**config.mk**
```make
export PLATFORM = sky130hd
export DESIGN_NAME = airlock_timer
export DESIGN_NICKNAME = d
export VERILOG_FILES = /design/src/rtl/airlock_timer_pkg.sv /design/src/rtl/airlock_prescaler.sv /design/src/rtl/airlock_timer.sv
export SDC_FILE = /design/constraint.sdc
export NUM_CORES = 1
export LEC_CHECK = 0
export BUFFER_PORTS_ARGS = -buffer_cell sky130_fd_sc_hd__buf_4
export CAP_MARGIN = 30
export CORE_AREA = 2 2 39 41
export DETAILED_ROUTE_END_ITERATION = 8
export DIE_AREA = 0 0 41 43
export PLACE_DENSITY = 0.5
export SYNTH_ARGS = -nofsm -noshare
export SYNTH_HDL_FRONTEND = slang
export SYNTH_SLANG_ARGS = --single-unit
export TNS_END_PERCENT = 20
```
**constraint.sdc**
```tcl
create_clock -name clock -period 3.4 [get_ports clock]
set_input_delay 0.68 -clock clock [delete_from_list [all_inputs] [get_ports clock]]
set_output_delay 0.68 -clock clock [all_outputs]
set_load 0.01 [all_outputs]
```
**src/rtl/airlock_timer_pkg.sv**
```systemverilog
// Shared airlock definitions: timer ownership states, elapsed-unit counter
// width and its saturation value. Also used by the arriving and leaving
// sequencers so they agree on the encoding.
package airlock_timer_pkg;

    // Which sequencer currently owns the shared timer.
    typedef enum logic [1:0] {
        IDLE   = 2'd0,
        LEAVE  = 2'd1,
        ARRIVE = 2'd2
    } own_state_t;

    localparam int unsigned COUNT_W = 3;
    localparam logic [COUNT_W-1:0] COUNT_SAT = 3'b111;

    // Increment that sticks at COUNT_SAT instead of wrapping.
    function automatic logic [COUNT_W-1:0] sat_inc(input logic [COUNT_W-1:0] value);
        return (value == COUNT_SAT) ? value : value + COUNT_W'(1);
    endfunction

endpackage

```
**src/rtl/airlock_prescaler.sv**
```systemverilog
// Unit prescaler: divides the clock by TICKS_PER_UNIT while enabled.
// Ports:
//   clock  - system clock, rising edge
//   rst    - synchronous active-high reset
//   clear  - restart the count from 0 at the next edge, no tick this cycle
//   enable - count while high; held at 0 while low
//   tick   - combinational, high in the last cycle of each unit
module airlock_prescaler #(
    parameter int unsigned TICKS_PER_UNIT = 4
) (
    input  logic clock,
    input  logic rst,
    input  logic clear,
    input  logic enable,
    output logic tick
);

    localparam int unsigned PW = (TICKS_PER_UNIT > 1) ? $clog2(TICKS_PER_UNIT) : 1;
    localparam logic [PW-1:0] LAST = PW'(TICKS_PER_UNIT - 1);

    logic [PW-1:0] count;

    // A clear or reset in the same cycle wins over the tick.
    assign tick = enable && !clear && !rst && (count == LAST);

    always_ff @(posedge clock) begin
        if (rst || clear || !enable) begin
            count <= '0;
        end else if (count == LAST) begin
            count <= '0;
        end else begin
            count <= count + PW'(1);
        end
    end

endmodule

```
**src/rtl/airlock_timer.sv**
```systemverilog
// Shared airlock elapsed-time counter arbitrated between the leaving and
// arriving sequencers.
// Ports:
//   clock, rst                  - system clock, synchronous active-high reset
//   reqLeave, reqArrive         - ownership requests, held for a whole sequence
//   rstCounterLeave/Arrive      - counter-restart pulses from each sequencer
//   counterVal                  - elapsed units since last accepted restart, saturating
//   grantLeave, grantArrive     - current owner (at most one high)
//   unitTick                    - combinational pulse on each increment attempt
//   conflict                    - sticky: restart pulse seen from a non-owner
module airlock_timer
    import airlock_timer_pkg::*;
#(
    parameter int unsigned TICKS_PER_UNIT = 4
) (
    input  logic               clock,
    input  logic               rst,
    input  logic               reqLeave,
    input  logic               reqArrive,
    input  logic               rstCounterLeave,
    input  logic               rstCounterArrive,
    output logic [COUNT_W-1:0] counterVal,
    output logic               grantLeave,
    output logic               grantArrive,
    output logic               unitTick,
    output logic               conflict
);

    own_state_t state;

    logic granted;
    logic enter_leave;
    logic enter_arrive;
    logic own_leave;
    logic own_arrive;
    logic releasing;
    logic restart;
    logic bad_pulse;

    assign granted      = (state != IDLE);
    assign enter_arrive = (state == IDLE) && reqArrive;
    assign enter_leave  = (state == IDLE) && !reqArrive && reqLeave;

    // A sequencer being granted from IDLE this cycle already counts as the
    // owner, so its restart pulse is accepted rather than flagged.
    assign own_leave  = (state == LEAVE)  || enter_leave;
    assign own_arrive = (state == ARRIVE) || enter_arrive;

    assign releasing = ((state == LEAVE)  && !reqLeave) ||
                       ((state == ARRIVE) && !reqArrive);

    assign restart   = (rstCounterLeave && own_leave) || (rstCounterArrive && own_arrive);
    assign bad_pulse = (rstCounterLeave && !own_leave) || (rstCounterArrive && !own_arrive);

    assign grantLeave  = (state == LEAVE);
    assign grantArrive = (state == ARRIVE);

    // Prescaler sits at 0 through IDLE, so entering a grant always starts a fresh unit.
    airlock_prescaler #(
        .TICKS_PER_UNIT(TICKS_PER_UNIT)
    ) u_prescaler (
        .clock (clock),
        .rst   (rst),
        .clear (!granted || restart),
        .enable(granted),
        .tick  (unitTick)
    );

    // Ownership FSM, saturating counter and sticky conflict flag.
    always_ff @(posedge clock) begin
        if (rst) begin
            state      <= IDLE;
            counterVal <= '0;
            conflict   <= 1'b0;
        end else begin
            case (state)
                IDLE: begin
                    if (reqArrive) begin
                        state <= ARRIVE;
                    end else if (reqLeave) begin
                        state <= LEAVE;
                    end
                end
                LEAVE: begin
                    if (!reqLeave) begin
                        state <= IDLE;
                    end
                end
                ARRIVE: begin
                    if (!reqArrive) begin
                        state <= IDLE;
                    end
                end
                default: state <= IDLE;
            endcase

            if (!granted || releasing || restart) begin
                counterVal <= '0;
            end else if (unitTick) begin
                counterVal <= sat_inc(counterVal);
            end

            conflict <= conflict || bad_pulse;
        end
    end

endmodule

```
Yosys cells after proc, flatten, opt, wreduce, memory -nomap -nowiden
Cells that the tools add are included.
Storage, ports and cells
  register bits after elaboration: 8
  input port bits: 6
  output and inout port bits: 7
  logic and storage cells: 55
Cells by class
  add/subtract/negate cells: 2
  equal/unequal tests: 7
  muxes and demuxes: 5
  bitwise gates (word level): 1
  reduce and logical (&&, ||, !) cells: 36
Operators by type and width (number)
  1-bit logical AND: 12
  1-bit logical OR: 11
  2-bit 2-to-1 mux: 4
  1-bit zero test: 7
  2-bit case mux with 3 select lines: 1
  2-bit equality test (second input constant): 2
  2-bit != test (second input constant): 2
  2-bit OR reduction: 2
  3-bit by 1-bit adder with 3-bit output (second input constant): 1
  3-bit equality test (second input constant): 1
  3-bit != test (second input constant): 1
  3-bit AND reduction: 1
  2-bit by 1-bit adder with 2-bit output (second input constant): 1
  2-bit by 1-bit equality test with 1-bit output (second input constant): 1
  2-bit zero test: 1
  2-bit AND reduction: 1
  2-bit nonzero test: 1
  1-bit inverter: 1

Longest topological paths before layout
  depth after elaboration: 12
  mapped depth: 5
  gate-level depth less buffers: 5

Hierarchy
A second synthesis with hierarchy kept.
Unflattened totals
  cell total of the unflattened synthesis: 40
  area, all modules: 409.1 sq um
Modules (own cells, without submodules)
  airlock_timer: times used 1, cells each 33, area an instance 305.3 sq um, sequential area each 120.1 sq um
  airlock_prescaler: times used 1, cells each 7, area an instance 103.8 sq um, sequential area each 40.0 sq um

Worst setup path before layout
OpenSTA, ideal clock, no wires.
  kind: input to output
  start: in rstCounterLeave
  end: out unitTick
  data arrival time: 1161 ps
  data required time: 2720 ps
  slack: 1559 ps
  cell stages on the path: 3
  buffers on the path: 0
  path through: nand2b_1 a31o_2 and2_1
On the way
  longest elaborated chain between the ends: 7
Ends and longest elaborated chain
  start: declaration: RTL line airlock_timer.sv:20  | input logic rstCounterLeave,
  1-bit logical AND: RTL line airlock_timer.sv:52  | assign restart = (rstCounterLeave && own_leave) || (rstCounterArrive && own_arrive);
  1-bit logical OR: RTL line airlock_timer.sv:52
  1-bit logical OR: RTL line airlock_timer.sv:64  | .clear (!granted || restart),
  1-bit zero test: RTL line airlock_prescaler.sv:24  | assign tick = enable && !clear && !rst && (count == LAST);
  1-bit logical AND (3 in series): RTL line airlock_prescaler.sv:24
  end: declaration: RTL line airlock_timer.sv:25  | output logic unitTick,
No other way between the ends.

Final worst setup path
Ends and elaborated chain as after synthesis.

==> impl_metrics.toml <==
[drt]
first_pass_iters = 4
num_vias = 355
vias_per_cell = 4.86
wl_per_cell_um = 10.4
routed_wl_um = 760
drt-initial-drc-count = 7
ant_nets = 0
route.detailed.drc = 0

[floorplanning]
num_io_pins = 13
start_util = 0.288
core_um2 = 1380
dieWidth_um = 41
row_count = 14
die_h_um = 43
dieArea_um2 = 1760

[critical_path]
cp-startpoint = "rstCounterLeave"
crit_slowest_cell = "a31o_2"
critPathMostFrequentCell = "buf_4"
rrSetupSlack_ps = 1980
r2r_start = "counterVal[0]$_SDFFE_PP0P_"
cp-start-kind = "input pin"
cp.arrival_ps = 1390
worstReg2RegEnd = "counterVal[0]$_SDFFE_PP0P_"
cp-endpoint = "unitTick"
cpPeakStageDelay_ps = 260
critPathKind = "in2out"
critPathMaxFanout = 3
crit_chain = "buf_4 -> nand2b_1 -> a31o_2 -> and2_1 -> buf_4"
required_ps = 2720
ff2ff_path_depth = 5
endpoint_kind = "primary output"

[timing]
report.final.slew_viol_count = 0
fmax_mhz = 483
tightest_slew_ps = 437
clock_skew_ps = 2.72
hold_ws_ps = 436
hold_viol = 0
fin_crit_sh = 0.608
rsz0062_at_grt = "no"
setup-tns-final_ps = 0
maxSlewHeadroom = 0.707
finalSetupViolCount = 0
fin_crit_ps = 2070

[global_routing]
grt_max_degree = 9
grt_usage = 0.106
antenna_found_initial = 0
first_global_vias = 276
grt_overflow = 0
grt_pass1_wl_mm = 1.18

[logic_synthesis]
synth_most_common_cell = "dfxtp_1"
synth_common_cells = "dfxtp_1, nor2b_1"
synth_ff_type = "dfxtp_1"
ys_warn_count = 0
synth_edf_count = 0
synth_cell_types = 21
synthesis.area_um2 = 399
synthArstFlopShare = 0
synth_cells = 42
yosys.area.top_type = "dfxtp_1"
syn_nets = 51
synth-seq-cells = 8
avgSynthCellArea_um2 = 9.50
ys_seq_area_frac = 0.401
synth_area_leaders = "dfxtp_1, ha_1, nor2b_1"
synth_top_area_share = 0.401

[run_status]
status = "complete, no violations"

[pwr]
leakage_nw = 0.236
peakVddDrop_uv = 192
fin_total_pwr_mw = 0.191
power.density_nw_per_um2 = 360

[place]
place.gp.congestion = 0.654
io_buffers = 12
dp_hpwl_um = 597
dpl.cell_count = 70

[finish]
regArea_um2 = 160
fillers = 147
final_nets = 68
multiInputGateArea_um2 = 235
drive_above_1_share = 0.298
n_antenna_cell = 0
fin_cells = 73
area_growth_pct = 33.2

[clock_network]
cts_tree = "built"
clkSinkCount = 8
cts_buffers = 3
cts-root-buf = "clkbuf_4"
cts_buffer_depth = 2
ctsHtreeMaxLevel = 1
hold_buffers = 0
cts.clk_slew.worst_paths_ps = 50
cts_resized = 0
clock_latency_ps = 250
post_cts_buffers = 0

[hold_path]
hold_class = "reg2reg"

[flow_run]
maxCapViolCount = 0
[report_power, final]
group / switching, mW / internal, mW
logic: 0.00875 / 0.0118
clock network: 0.0311 / 0.0403
registers: 0.00270 / 0.0965
total: 0.0425 / 0.149
[state kept, by name (all words and copies together) (netlist names)]
name	count
counterVal	3
state	2
u_prescaler.count	2
conflict	1
[critical path, delay by kind of cell]
kind | cells | cell delay (ps)
AOI/OAI and AO/OA | 1 | 260
and+or+nand+nor | 2 | 210
buffers and inverters | 2 | 220
[cell usage in the layout, fill, tap and decap left out, types with 2 or more instances in the layout]
master	instances
nand3_1	2
clkbuf_4	3
o21ai_0	3
nor2b_1	4
ha_1	3
nand2b_1	2
nor3b_1	3
dfxtp_1	8
a21oi_1	3
o21bai_1	2
buf_4	12
[layout make-up]
class,instances,share of cell area
clock buffers,3,0.0424
flip-flops and latches,8,0.301
repair buffers,12,0.169
multi-input cells,33,0.442
inverters,1,0.00706
well taps,16,0.0376
[worst min-delay path by stage]
| stage | start | end | slack (ps) | depth (start not counted) |
|---|---|---|---|---|
| global route | u_prescaler.count[0]$_SDFF_PP0_ | u_prescaler.count[0]$_SDFF_PP0_ | 470 | 1 |
| CTS | u_prescaler.count[0]$_SDFF_PP0_ | u_prescaler.count[0]$_SDFF_PP0_ | 440 | 1 |
| global placement | u_prescaler.count[0]$_SDFF_PP0_ | u_prescaler.count[0]$_SDFF_PP0_ | 420 | 1 |
| floorplan | u_prescaler.count[0]$_SDFF_PP0_ | u_prescaler.count[0]$_SDFF_PP0_ | 400 | 1 |
| finish | u_prescaler.count[0]$_SDFF_PP0_ | u_prescaler.count[0]$_SDFF_PP0_ | 440 | 1 |
| detailed placement | u_prescaler.count[0]$_SDFF_PP0_ | u_prescaler.count[0]$_SDFF_PP0_ | 430 | 1 |
[layer usage]
layer  global-route usage  part of all wire  wire [µm]  vias to the layer above
li1                     -                 -          -                      185
met3               0.0471             0.066         50                        4
met4                0.100             0.042         32                        0
met2                0.119              0.39        300                       11
met5                    0                 0          0                        -
met1                0.141              0.49        376                      155
[cells by family (layout without fill, tap and decap cells)]
| logic type | count (synthesis) | after routing | synth area share |
|---|---|---|---|
| fa+ha+maj | 3 | 3 | 0.0941 |
| compound gates | 12 | 12 | 0.194 |
| simple gates | 18 | 18 | 0.301 |
| flops | 8 | 8 | 0.401 |
| buf+inv | 1 | 16 | 0.00940 |
[stage by stage]
stage	instance area (µm²)	util	setup WS, ps
2_1_floorplan	399	-	1560
3_3_place_gp	509	0.368	1320
3_5_place_dp	509	0.368	1320
4_1_cts	532	0.384	1320
5_1_grt	532	0.384	1260
6_report	532	0.384	1330
Note: power is estimated with default switching activity, not from simulation.
